$ cat config.mk
export PLATFORM = sky130hd
export DESIGN_NAME = adt_poll_sched
export DESIGN_NICKNAME = d
export VERILOG_FILES = /design/src/rtl/adt_pkg.sv /design/src/rtl/adt_alarm_hyst.sv /design/src/rtl/adt_poll_sched.sv
export SDC_FILE = /design/constraint.sdc
export NUM_CORES = 1
export LEC_CHECK = 0
export ABC_AREA = 1
export CORE_MARGIN = 2
export CORE_UTILIZATION = 60
export CTS_BUF_LIST = sky130_fd_sc_hd__clkbuf_8
export DETAILED_ROUTE_END_ITERATION = 10
export DONT_BUFFER_PORTS = 1
export GPL_TIMING_DRIVEN = 0
export PLACE_DENSITY = 0.72
export SLEW_MARGIN = 20
export SYNTH_ARGS = -nofsm -noshare
export SYNTH_HDL_FRONTEND = slang
export SYNTH_SLANG_ARGS = --single-unit
$ cat constraint.sdc
create_clock -name clk_sys -period 3.4 [get_ports clk_sys]
set_input_delay 0.51 -clock clk_sys [delete_from_list [all_inputs] [get_ports clk_sys]]
set_output_delay 0.51 -clock clk_sys [all_outputs]
set_load 0.005 [all_outputs]
$ cat src/rtl/adt_pkg.sv
// Shared state encoding, default sensor limits and small helpers for the ADT poll scheduler.
package adt_pkg;

    typedef enum logic [2:0] {
        ST_IDLE,
        ST_WAIT_CFG,
        ST_WAIT_TMR,
        ST_RD_REQ,
        ST_RD_WAIT,
        ST_WR_REQ,
        ST_WR_WAIT,
        ST_FAULT
    } adt_state_e;

    // Temperatures are signed, 1/128 C per LSB.
    localparam logic [23:0] ADT_POLL_CNT = 24'd1000000;
    localparam logic [15:0] ADT_TMO_CNT  = 16'd50000;
    localparam logic [15:0] ADT_HI_LIM   = 16'h3200;
    localparam logic [15:0] ADT_LO_LIM   = 16'hEC00;
    localparam logic [15:0] ADT_HYST     = 16'h0100;
    localparam logic [3:0]  ADT_ERR_MAX  = 4'd3;

    localparam int VLD_STAGES = 1;

    typedef struct packed {
        logic        dval;
        logic [15:0] dvalue;
        logic        wr_done;
        logic        chip_err;
    } adt_rsp_t;

    function automatic logic [3:0] sat_inc4(input logic [3:0] v);
        return (v == 4'hF) ? v : v + 4'd1;
    endfunction

endpackage

$ cat src/rtl/adt_alarm_hyst.sv
// One temperature alarm with hysteresis; HI selects an over-limit or under-limit alarm.
module adt_alarm_hyst
    import adt_pkg::*;
#(
    parameter logic [15:0] LIM  = ADT_HI_LIM,
    parameter logic [15:0] HYST = ADT_HYST,
    parameter bit          HI   = 1'b1
) (
    input  logic        clk_sys,
    input  logic        rst_sys_n,
    input  logic        upd,
    input  logic [15:0] value,
    output logic        alm
);

    // 17 bits so LIM +/- HYST cannot wrap near the 16-bit extremes
    logic signed [16:0] v_s, lim_s, hyst_s, rel_s;
    logic               set_c, clr_c;

    assign v_s    = {value[15], value};
    assign lim_s  = {LIM[15], LIM};
    assign hyst_s = {1'b0, HYST};
    assign rel_s  = HI ? (lim_s - hyst_s) : (lim_s + hyst_s);
    assign set_c  = HI ? (v_s > lim_s)  : (v_s < lim_s);
    assign clr_c  = HI ? (v_s <= rel_s) : (v_s >= rel_s);

    always_ff @(posedge clk_sys) begin
        if (!rst_sys_n) begin
            alm <= 1'b0;
        end else if (upd) begin
            if (set_c)      alm <= 1'b1;
            else if (clr_c) alm <= 1'b0;
        end
    end

endmodule

$ cat src/rtl/adt_poll_sched.sv
// Periodic temperature poll scheduler for the ADT sensor controller with host writes,
// response timeouts, consecutive-error fault handling and hysteretic alarms.
module adt_poll_sched
    import adt_pkg::*;
#(
    parameter logic [23:0] POLL_CNT = ADT_POLL_CNT,
    parameter logic [15:0] TMO_CNT  = ADT_TMO_CNT,
    parameter logic [15:0] HI_LIM   = ADT_HI_LIM,
    parameter logic [15:0] LO_LIM   = ADT_LO_LIM,
    parameter logic [15:0] HYST     = ADT_HYST,
    parameter logic [3:0]  ERR_MAX  = ADT_ERR_MAX
) (
    input  logic        clk_sys,
    input  logic        rst_sys_n,
    input  logic        sched_en,
    input  logic        host_wr_req,
    input  logic [15:0] host_wr_value,
    output logic        host_wr_ack,
    output logic        adt_pw_on_en,
    output logic        adt_wr_en,
    output logic        adt_rd_en,
    output logic [15:0] adt_wr_value,
    input  logic        adt_rd_dval,
    input  logic [15:0] adt_rd_dvalue,
    input  logic        adt_spi_busy,
    input  logic        adt_con_done,
    input  logic        adt_wr_done,
    input  logic        adt_chip_err,
    output logic [15:0] temp_value,
    output logic        temp_vld,
    output logic        temp_hi_alm,
    output logic        temp_lo_alm,
    output logic        comm_err,
    output logic [3:0]  err_cnt
);

    adt_state_e          state;
    adt_rsp_t            rsp;
    logic [23:0]         poll_tmr;
    logic                poll_pend;
    logic [15:0]         wait_cnt;
    logic                wr_pend;
    logic                wr_rearm;
    logic [15:0]         wr_value;
    logic [VLD_STAGES:0] vld_pipe;

    logic                poll_run, poll_wrap, waiting, tmo_hit;
    logic                wr_launch, wr_busy, err_trip;
    logic [3:0]          err_inc;

    assign rsp = '{dval: adt_rd_dval, dvalue: adt_rd_dvalue,
                   wr_done: adt_wr_done, chip_err: adt_chip_err};

    assign poll_run  = (state != ST_IDLE) && (state != ST_WAIT_CFG) && (state != ST_FAULT);
    assign poll_wrap = poll_run && (poll_tmr == POLL_CNT - 24'd1);
    assign waiting   = (state == ST_WAIT_CFG) || (state == ST_RD_WAIT) || (state == ST_WR_WAIT);
    assign tmo_hit   = (wait_cnt == TMO_CNT - 16'd1);
    assign err_inc   = sat_inc4(err_cnt);
    assign err_trip  = (err_inc >= ERR_MAX);

    // A host request that lands while a write is in flight must survive that write's ack.
    assign wr_launch = (state == ST_WAIT_TMR) && !adt_spi_busy && wr_pend;
    assign wr_busy   = wr_launch || (state == ST_WR_REQ) || (state == ST_WR_WAIT);

    assign temp_vld  = vld_pipe[VLD_STAGES];

    always_ff @(posedge clk_sys) begin
        if (!rst_sys_n) begin
            state        <= ST_IDLE;
            poll_tmr     <= '0;
            poll_pend    <= 1'b0;
            wait_cnt     <= '0;
            wr_pend      <= 1'b0;
            wr_rearm     <= 1'b0;
            wr_value     <= '0;
            vld_pipe     <= '0;
            temp_value   <= '0;
            err_cnt      <= '0;
            comm_err     <= 1'b0;
            adt_pw_on_en <= 1'b0;
            adt_wr_en    <= 1'b0;
            adt_rd_en    <= 1'b0;
            adt_wr_value <= '0;
            host_wr_ack  <= 1'b0;
        end else begin
            adt_rd_en   <= 1'b0;
            adt_wr_en   <= 1'b0;
            host_wr_ack <= 1'b0;
            vld_pipe    <= {vld_pipe[VLD_STAGES-1:0], 1'b0};

            if (!sched_en && state != ST_IDLE) begin
                state        <= ST_IDLE;
                adt_pw_on_en <= 1'b0;
                comm_err     <= 1'b0;
                poll_tmr     <= '0;
                poll_pend    <= 1'b0;
                wait_cnt     <= '0;
                wr_pend      <= 1'b0;
                wr_rearm     <= 1'b0;
            end else begin
                wait_cnt <= waiting ? wait_cnt + 16'd1 : '0;

                case (state)
                    ST_IDLE: begin
                        if (sched_en) begin
                            state        <= ST_WAIT_CFG;
                            adt_pw_on_en <= 1'b1;
                            err_cnt      <= '0;
                        end
                    end
                    ST_WAIT_CFG: begin
                        if (adt_con_done) begin
                            state <= ST_WAIT_TMR;
                        end else if (tmo_hit) begin
                            state    <= ST_FAULT;
                            comm_err <= 1'b1;
                        end
                    end
                    ST_WAIT_TMR: begin
                        if (wr_launch) begin
                            state        <= ST_WR_REQ;
                            adt_wr_en    <= 1'b1;
                            adt_wr_value <= wr_value;
                            wr_rearm     <= 1'b0;
                        end else if (!adt_spi_busy && poll_pend) begin
                            state     <= ST_RD_REQ;
                            adt_rd_en <= 1'b1;
                            poll_pend <= 1'b0;
                        end
                    end
                    ST_RD_REQ: state <= ST_RD_WAIT;
                    ST_WR_REQ: state <= ST_WR_WAIT;
                    ST_RD_WAIT: begin
                        // a reading arriving on the timeout cycle still counts as good
                        if (rsp.dval) begin
                            temp_value  <= rsp.dvalue;
                            vld_pipe[0] <= 1'b1;
                            err_cnt     <= '0;
                            state       <= ST_WAIT_TMR;
                        end else if (tmo_hit || rsp.chip_err) begin
                            err_cnt  <= err_inc;
                            state    <= err_trip ? ST_FAULT : ST_WAIT_TMR;
                            comm_err <= err_trip;
                        end
                    end
                    ST_WR_WAIT: begin
                        if (rsp.wr_done) begin
                            host_wr_ack <= 1'b1;
                            wr_pend     <= wr_rearm;
                            err_cnt     <= '0;
                            state       <= ST_WAIT_TMR;
                        end else if (tmo_hit || rsp.chip_err) begin
                            err_cnt  <= err_inc;
                            state    <= err_trip ? ST_FAULT : ST_WAIT_TMR;
                            comm_err <= err_trip;
                        end
                    end
                    ST_FAULT: state <= ST_FAULT;
                    default:  state <= ST_IDLE;
                endcase

                // placed after the FSM so a wrap on the RD_REQ entry cycle is not lost
                if (poll_run) begin
                    if (poll_wrap) begin
                        poll_tmr  <= '0;
                        poll_pend <= 1'b1;
                    end else begin
                        poll_tmr <= poll_tmr + 24'd1;
                    end
                end else begin
                    poll_tmr <= '0;
                end
            end

            if (host_wr_req) begin
                wr_pend  <= 1'b1;
                wr_value <= host_wr_value;
                if (wr_busy) wr_rearm <= 1'b1;
            end
        end
    end

    adt_alarm_hyst #(
        .LIM  (HI_LIM),
        .HYST (HYST),
        .HI   (1'b1)
    ) u_alm_hi (
        .clk_sys   (clk_sys),
        .rst_sys_n (rst_sys_n),
        .upd       (vld_pipe[0]),
        .value     (temp_value),
        .alm       (temp_hi_alm)
    );

    adt_alarm_hyst #(
        .LIM  (LO_LIM),
        .HYST (HYST),
        .HI   (1'b0)
    ) u_alm_lo (
        .clk_sys   (clk_sys),
        .rst_sys_n (rst_sys_n),
        .upd       (vld_pipe[0]),
        .value     (temp_value),
        .alm       (temp_lo_alm)
    );

endmodule

=== Word-level counts from Yosys, hierarchy flattened ===
Cells that the tools add are included.

* Input bits: 41
* Flip-flop bits (word level): 107

* Bitwise gates (word level): 7
* Multiplexer cells: 44
* Reductions and logical operators: 38
* Add/sub/neg operators: 3
* Magnitude comparators: 5
* Eq/ne operators: 19

{| class="wikitable"
|+ Operator list
! operator !! count
|-
| 2-to-1 mux 1 bit || 27
|-
| 2-to-1 mux 3 bit || 9
|-
| adder 24 x 1 -> 24 bit, second input constant || 1
|-
| equality test 24 x 20 -> 1 bit, second input constant || 1
|-
| case mux 3 bit (8 select lines) || 1
|-
| 2-to-1 mux 4 bit || 5
|-
| adder 16 x 1 -> 16 bit, second input constant || 1
|-
| equality test 16 bit, second input constant || 1
|-
| >= comparator 16 x 14 -> 1 bit, second input constant || 1
|-
| > comparator 16 x 15 -> 1 bit, second input constant || 1
|-
| less-or-equal comparator 16 x 15 -> 1 bit, second input constant || 1
|-
| less-than comparator 16 x 14 -> 1 bit, second input constant || 1
|-
| nonzero test 3 bit || 5
|-
| equality test 3 bit, second input constant || 4
|-
| case mux 4 bit (3 select lines) || 1
|-
| AND reduction 3 bit || 4
|-
| OR reduction 3 bit || 4
|-
| != test 2 bit, second input constant || 5
|-
| AND reduction 2 bit || 4
|-
| OR reduction 4 bit || 2
|-
| logical AND 1 bit || 7
|-
| NOT 1 bit || 7
|-
| equality test 3 x 2 -> 1 bit, second input constant || 2
|-
| != test 3 bit, second input constant || 2
|-
| other kinds (13) || 19
|}

=== Logic depth before layout (Yosys ltp) ===
* Word-level depth: 8
* Mapped depth: 12
* Mapped depth without buffers: 12

=== Modules after synthesis ===
From an unflattened synthesis, not the netlist that was laid out.

* Cell total of the unflattened synthesis: 709
* Area, all modules: 4,973.5 um^2

{| class="wikitable"
|+ Modules (own cells, without submodules)
! module !! area each (um^2) !! times used !! cells an instance !! sequential area each (um^2)
|-
| adt_poll_sched || 4,747.1 || 1 || 666 || 2,102.0
|-
| adt_alarm_hyst at u_alm_hi || 137.6 || 1 || 25 || 20.0
|-
| adt_alarm_hyst at u_alm_lo || 88.8 || 1 || 18 || 20.0
|}

=== Worst setup path after synthesis ===
Ideal clock, no wire load.

* Path type: register -> register
* Start point: register poll_tmr[0]
* End point: register poll_tmr[0]
* Clock period less this slack: 1.550 ns
* Data required time: 3.283 ns
* Stages on the path, launching flop included: 10
* Arrival time: 1.432 ns
* Setup slack: 1.850 ns
* Path buffers: 1
* Library setup time: 0.117 ns
* Cell sequence: dfxtp_1 -> ha_1 -> nand2_1 -> nor2_2 -> nand2_1 -> nor2_1 -> nand2_1 -> nand2_2 -> buf_4 -> nor2_1

* Word-level cells in the longest chain between the ends: 3
* Elaborated cells between the ends (all ways): 4
* Those cells by class: add/sub: 1; eq/ne: 1; reduce/logical: 2

{| class="wikitable"
|+ RTL lines
! element !! line !! RTL
|-
| from (decl) || adt_poll_sched.sv:39 || <nowiki>logic [23:0] poll_tmr;</nowiki>
|-
| from (signal assigned) || adt_poll_sched.sv:168 || <nowiki>poll_tmr <= poll_tmr + 24'd1;</nowiki>
|-
| parallel branches: the longest is 3 deep, another holds adder 24 x 1 -> 24 bit || n/a ||
|}

Several ways; the timed one is not identified.
A chain may end at the register's enable or synchronous reset.

=== Final worst setup path ===
Ends and elaborated chain as after synthesis.

==> results.txt <==
For this run, the leading register cell type out of synthesis is sky130_fd_sc_hd__dfxtp_1. The number of pins with negative max-slew slack in the final report came out at 0. The worst path in the final design needs a cycle of 1.90 ns, including I/O delays and setup. The routed wire length came out at 10700 um.

The congestion estimate from routability-driven global placement came to 0.857. The peak ir drop on the vdd network came out at 0.352 mV. For this design the total switching power over the nets is 0.000908 W.

The share of synthesized registers carrying an async set or reset is 0. The achievable clock frequency is 527 MHz. The mean instance size in the synthesized netlist is 7.01 um2. The clock power share is 0.287.

Buffers placed on the I/O ports in this run total 0. The post-route DRC violation count came out at 0. The setup slack on the worst flop-to-flop path is 1.50 ns. The ratio of routed vias to standard cells came out at 5.30. The flip-flop and latch count after synthesis came out at 107.

Clock skew on the completed layout was measured at 0.0153 ns. The placed wire-length estimate after detailed placement came out at 8000 um. The number of vias in the routed layout is 4372.

The core region area is 0.00809 mm2. The instance count along the most critical hold path is 2. Once layout is complete, the cells apart from fillers number 825.

The H-tree depth reported by CTS came out at 3. The initial standard-cell utilization of the core came out at 0.610. Power spread over the standard cell area amounts to 514 mW/mm2. Traced cell by cell, the critical path runs through ha_1, nand2_1, nor2_2, nand2_1, nor2_1, nand2_1, nand2_2, buf_4, nor2_1.

The clock sink count is 107. The quantity of hold-fixing buffers added after cts is 0. Counting along the longest clock path gives a buffer depth of 2. The global-route congestion overflow total came out at 0.

Yosys mapped the design onto 39 distinct sky130hd cell types. The setup slack after placement is 1.50 ns. The final instance area is 0.00527 mm2. The clock-pin slew reported for the worst setup and hold paths after clock tree synthesis is 0.11 ns. Setup repair after global routing left no endpoint under its margin. The netlist area before placement came out at 0.00493 mm2. The later pin in the worst-skew pair is clocked with a latency of 0.37 ns.

The count of flip-flops with a built-in enable after synthesis is 0. The floorplan step set the die width to 94.7 um. The path class of the tightest hold or removal check is input port to register. The number of antenna repair diodes came out at 0. The area of the die is 0.00896 mm2. The worst setup path is captured at a register.

The number of global-route vias before repair is 4012. The number of gates resized after CTS was 0. The critical path is of the register to register type. The number of antenna violations at the first check in global routing came out at 0. For this run, the post-layout net count is 759. The critical path startpoint category is a register. The slowest stage of the critical path belongs to the cell sky130_fd_sc_hd__dfxtp_1. The design internal power is 0.00180 W. The part of the power in registers is 0.521. The overall fraction of global-route tracks in use is 0.244. The number of fill cells came out at 770. The overall die height is 94.7 um. The combinational cell fraction of total power is 0.192. The final sum of negative setup slack came out at 0 ns. The count of pins on the block boundary is 85. Among the stages of the critical path, the cell type that occurs most often is sky130_fd_sc_hd__nand2_1. The yosys synthesis warning count came out at 0. The relative max-transition margin came out at 0.714. The actual slew at the worst max-slew pin came out at 0.426 ns. The first-pass GRT wire length came out at 17400 um. The post-CTS repair timing setup buffer count is 0. The sequential cell area fraction in the yosys report is 0.434. The fraction of layout instances using a drive strength above 1 is 0.0833. The residual antenna-violating net count after detailed routing is 0.

The endpoint identified for the worst register-to-register timing path is poll_tmr[0]$_SDFF_PP0_. The largest net degree at the start of global routing is 22. The static leakage power is 2.04 nW. The placed standard-cell area is 0.00506 mm2. The endpoint required time on the critical path is 3.66 ns. The final number of hold-violating endpoints is 0. Measured in cells, the most critical reg-to-reg path has a length of 9. For hold timing, the worst endpoint is wr_value[0]$_SDFFE_PN0P_. The number of clock buffers added by TritonCTS is 9. The largest fanout on the critical path is 10. The maximum single-stage delay on the critical path came out at 0.41 ns. The final worst-path setup slack is 1.50 ns. Synthesis produced a netlist with a net count of 748. Across the run, the number of max-cap violations was 0.

The average wire length per cell after detail routing came out at 12.9 um. The TritonCTS clock tree is yes. The final period utilization is 0.559. The number of search-and-repair iterations in the first detailed-routing pass came out at 4. Setup violations remaining at the end of the flow were counted as 0. In this run the core area contains 33 standard-cell rows. The run finished with clean final reports. The root buffer cell is sky130_fd_sc_hd__clkbuf_8. The growth of design area from synthesis to finish is 6.82%. The number of cells after detailed placement is 809.

The hold path startpoint is host_wr_value[0]. The switching share of power came out at 0.335. The synthesized instance count is 704.

The arrival time reported for the critical path endpoint is 2.16 ns. After the first detailed-routing iteration, the DRC count stood at 110. The worst reg2reg path startpoint is poll_tmr[0]$_SDFF_PP0_.
-- cells by family (layout without fill, tap and decap cells) --
group,after synthesis,count (layout),share of synthesized area
AOI/OAI and AO/OA,113,113,0.125
xor gates and xnor gates,15,15,0.0266
adders and majority gates,3,3,0.00761
buffers and inverters,101,117,0.0832
DFF,107,107,0.434
and+or+nand+nor,365,365,0.324
-- area by class of cell --
type | instances | area, um2 | share of cell area
multi-input cells | 496 | 2380 | 0.452
flip-flops and latches | 107 | 2140 | 0.406
inverters | 86 | 324 | 0.0615
well taps | 105 | 131 | 0.0249
clock buffers | 9 | 124 | 0.0235
plain buffers | 15 | 86.3 | 0.0164
clock inverters | 7 | 81.3 | 0.0154
-- critical path: cells and delay by family, from the launching register on --
family	cells	cell delay [ns]
flip-flops	1	0.41
AND/OR/NAND/NOR	7	0.95
adder cells (fa/ha/maj)	1	0.24
buffers and inverters	1	0.21
-- power groups by stage --
stage                     Clock (W)  Sequential [W]  Combinational, W
after global placement            0         0.00144          0.000509
after global routing       0.000850         0.00142          0.000600
after CTS                  0.000809         0.00141          0.000524
final                      0.000778         0.00141          0.000521
after floorplan                   0         0.00142          0.000429
after detailed placement          0         0.00144          0.000520
-- cells in the mapped netlist (2+ instances only) --
cell | number | area share
sky130_fd_sc_hd__nor2_1 | 154 | 0.12
sky130_fd_sc_hd__nand2_1 | 121 | 0.092
sky130_fd_sc_hd__dfxtp_1 | 107 | 0.43
sky130_fd_sc_hd__inv_1 | 79 | 0.060
sky130_fd_sc_hd__o21ai_0 | 48 | 0.049
sky130_fd_sc_hd__a21oi_1 | 39 | 0.040
sky130_fd_sc_hd__nand3_1 | 33 | 0.033
sky130_fd_sc_hd__nand4_1 | 15 | 0.019
sky130_fd_sc_hd__nor3_1 | 14 | 0.014
sky130_fd_sc_hd__xor2_1 | 11 | 0.020
sky130_fd_sc_hd__o21ai_1 | 10 | 0.010
sky130_fd_sc_hd__clkbuf_1 | 8 | 0.0061
sky130_fd_sc_hd__a21oi_2 | 6 | 0.011
sky130_fd_sc_hd__nor2_2 | 6 | 0.0076
sky130_fd_sc_hd__inv_2 | 5 | 0.0038
sky130_fd_sc_hd__or2_2 | 5 | 0.0063
sky130_fd_sc_hd__nand2_2 | 4 | 0.0051
sky130_fd_sc_hd__nor3_2 | 4 | 0.0081
sky130_fd_sc_hd__xnor2_1 | 4 | 0.0071
sky130_fd_sc_hd__buf_6 | 3 | 0.0068
sky130_fd_sc_hd__ha_1 | 3 | 0.0076
sky130_fd_sc_hd__o21a_1 | 3 | 0.0046
sky130_fd_sc_hd__buf_2 | 2 | 0.0020
sky130_fd_sc_hd__nand2_4 | 2 | 0.0046
sky130_fd_sc_hd__nor3_4 | 2 | 0.0066
sky130_fd_sc_hd__nor4_1 | 2 | 0.0025
sky130_fd_sc_hd__o311ai_0 | 2 | 0.0036
-- state kept, by name (all words and copies together) (netlist names) --
signal	count
poll_tmr	24
adt_wr_value	16
temp_value	16
wait_cnt	16
wr_value	16
err_cnt	4
state	3
vld_pipe	2
adt_pw_on_en	1
adt_rd_en	1
adt_wr_en	1
comm_err	1
host_wr_ack	1
poll_pend	1
u_alm_hi.alm	1
u_alm_lo.alm	1
wr_pend	1
wr_rearm	1
-- worst max path at each step --
stage	start	end	slack (ns)
after global routing	poll_tmr[0]$_SDFF_PP0_	poll_tmr[16]$_SDFF_PP0_	1.31
after detailed placement	poll_tmr[0]$_SDFF_PP0_	poll_tmr[6]$_SDFF_PP0_	1.50
after CTS	poll_tmr[0]$_SDFF_PP0_	poll_tmr[6]$_SDFF_PP0_	1.49
after global placement	poll_tmr[0]$_SDFF_PP0_	poll_tmr[0]$_SDFF_PP0_	1.56
final	poll_tmr[0]$_SDFF_PP0_	poll_tmr[0]$_SDFF_PP0_	1.50
after floorplan	poll_tmr[0]$_SDFF_PP0_	poll_tmr[0]$_SDFF_PP0_	1.85
-- layer usage --
metal  part of all wire  wire length [um]  GRT usage
met1               0.42              4520      0.289
met2               0.50              5300      0.433
met3              0.064               679     0.0686
met4              0.016               171     0.0616
met5                  0                 0          0
-- cell usage in the layout (no fill, tap or decap), types with 3 or more instances in the layout --
cell type and n:
sky130_fd_sc_hd__nor2_2 6, sky130_fd_sc_hd__buf_6 3, sky130_fd_sc_hd__or2_2 5, sky130_fd_sc_hd__nor3_1 14
sky130_fd_sc_hd__a21oi_1 39, sky130_fd_sc_hd__dfxtp_1 107, sky130_fd_sc_hd__xor2_1 11, sky130_fd_sc_hd__nand2_1 121
sky130_fd_sc_hd__ha_1 3, sky130_fd_sc_hd__clkbuf_1 8, sky130_fd_sc_hd__nor2_1 154, sky130_fd_sc_hd__inv_2 5
sky130_fd_sc_hd__xnor2_1 4, sky130_fd_sc_hd__nand3_1 33, sky130_fd_sc_hd__clkbuf_8 9, sky130_fd_sc_hd__inv_1 79
sky130_fd_sc_hd__o21ai_0 48, sky130_fd_sc_hd__nand2_2 4, sky130_fd_sc_hd__nand4_1 15, sky130_fd_sc_hd__o21ai_1 10
sky130_fd_sc_hd__o21a_1 3, sky130_fd_sc_hd__nor3_2 4, sky130_fd_sc_hd__a21oi_2 6
-- per-stage QoR --
stage / hold slack (ns) / power, W / util
floorplan: 0.417 / 0.00185 / -
global placement: 0.429 / 0.00194 / 0.626
detailed placement: 0.451 / 0.00196 / 0.626
CTS: 0.246 / 0.00274 / 0.651
global route: 0.250 / 0.00287 / 0.651
finish: 0.264 / 0.00271 / 0.651
No activity file was read; power rests on OpenSTA's default activity.
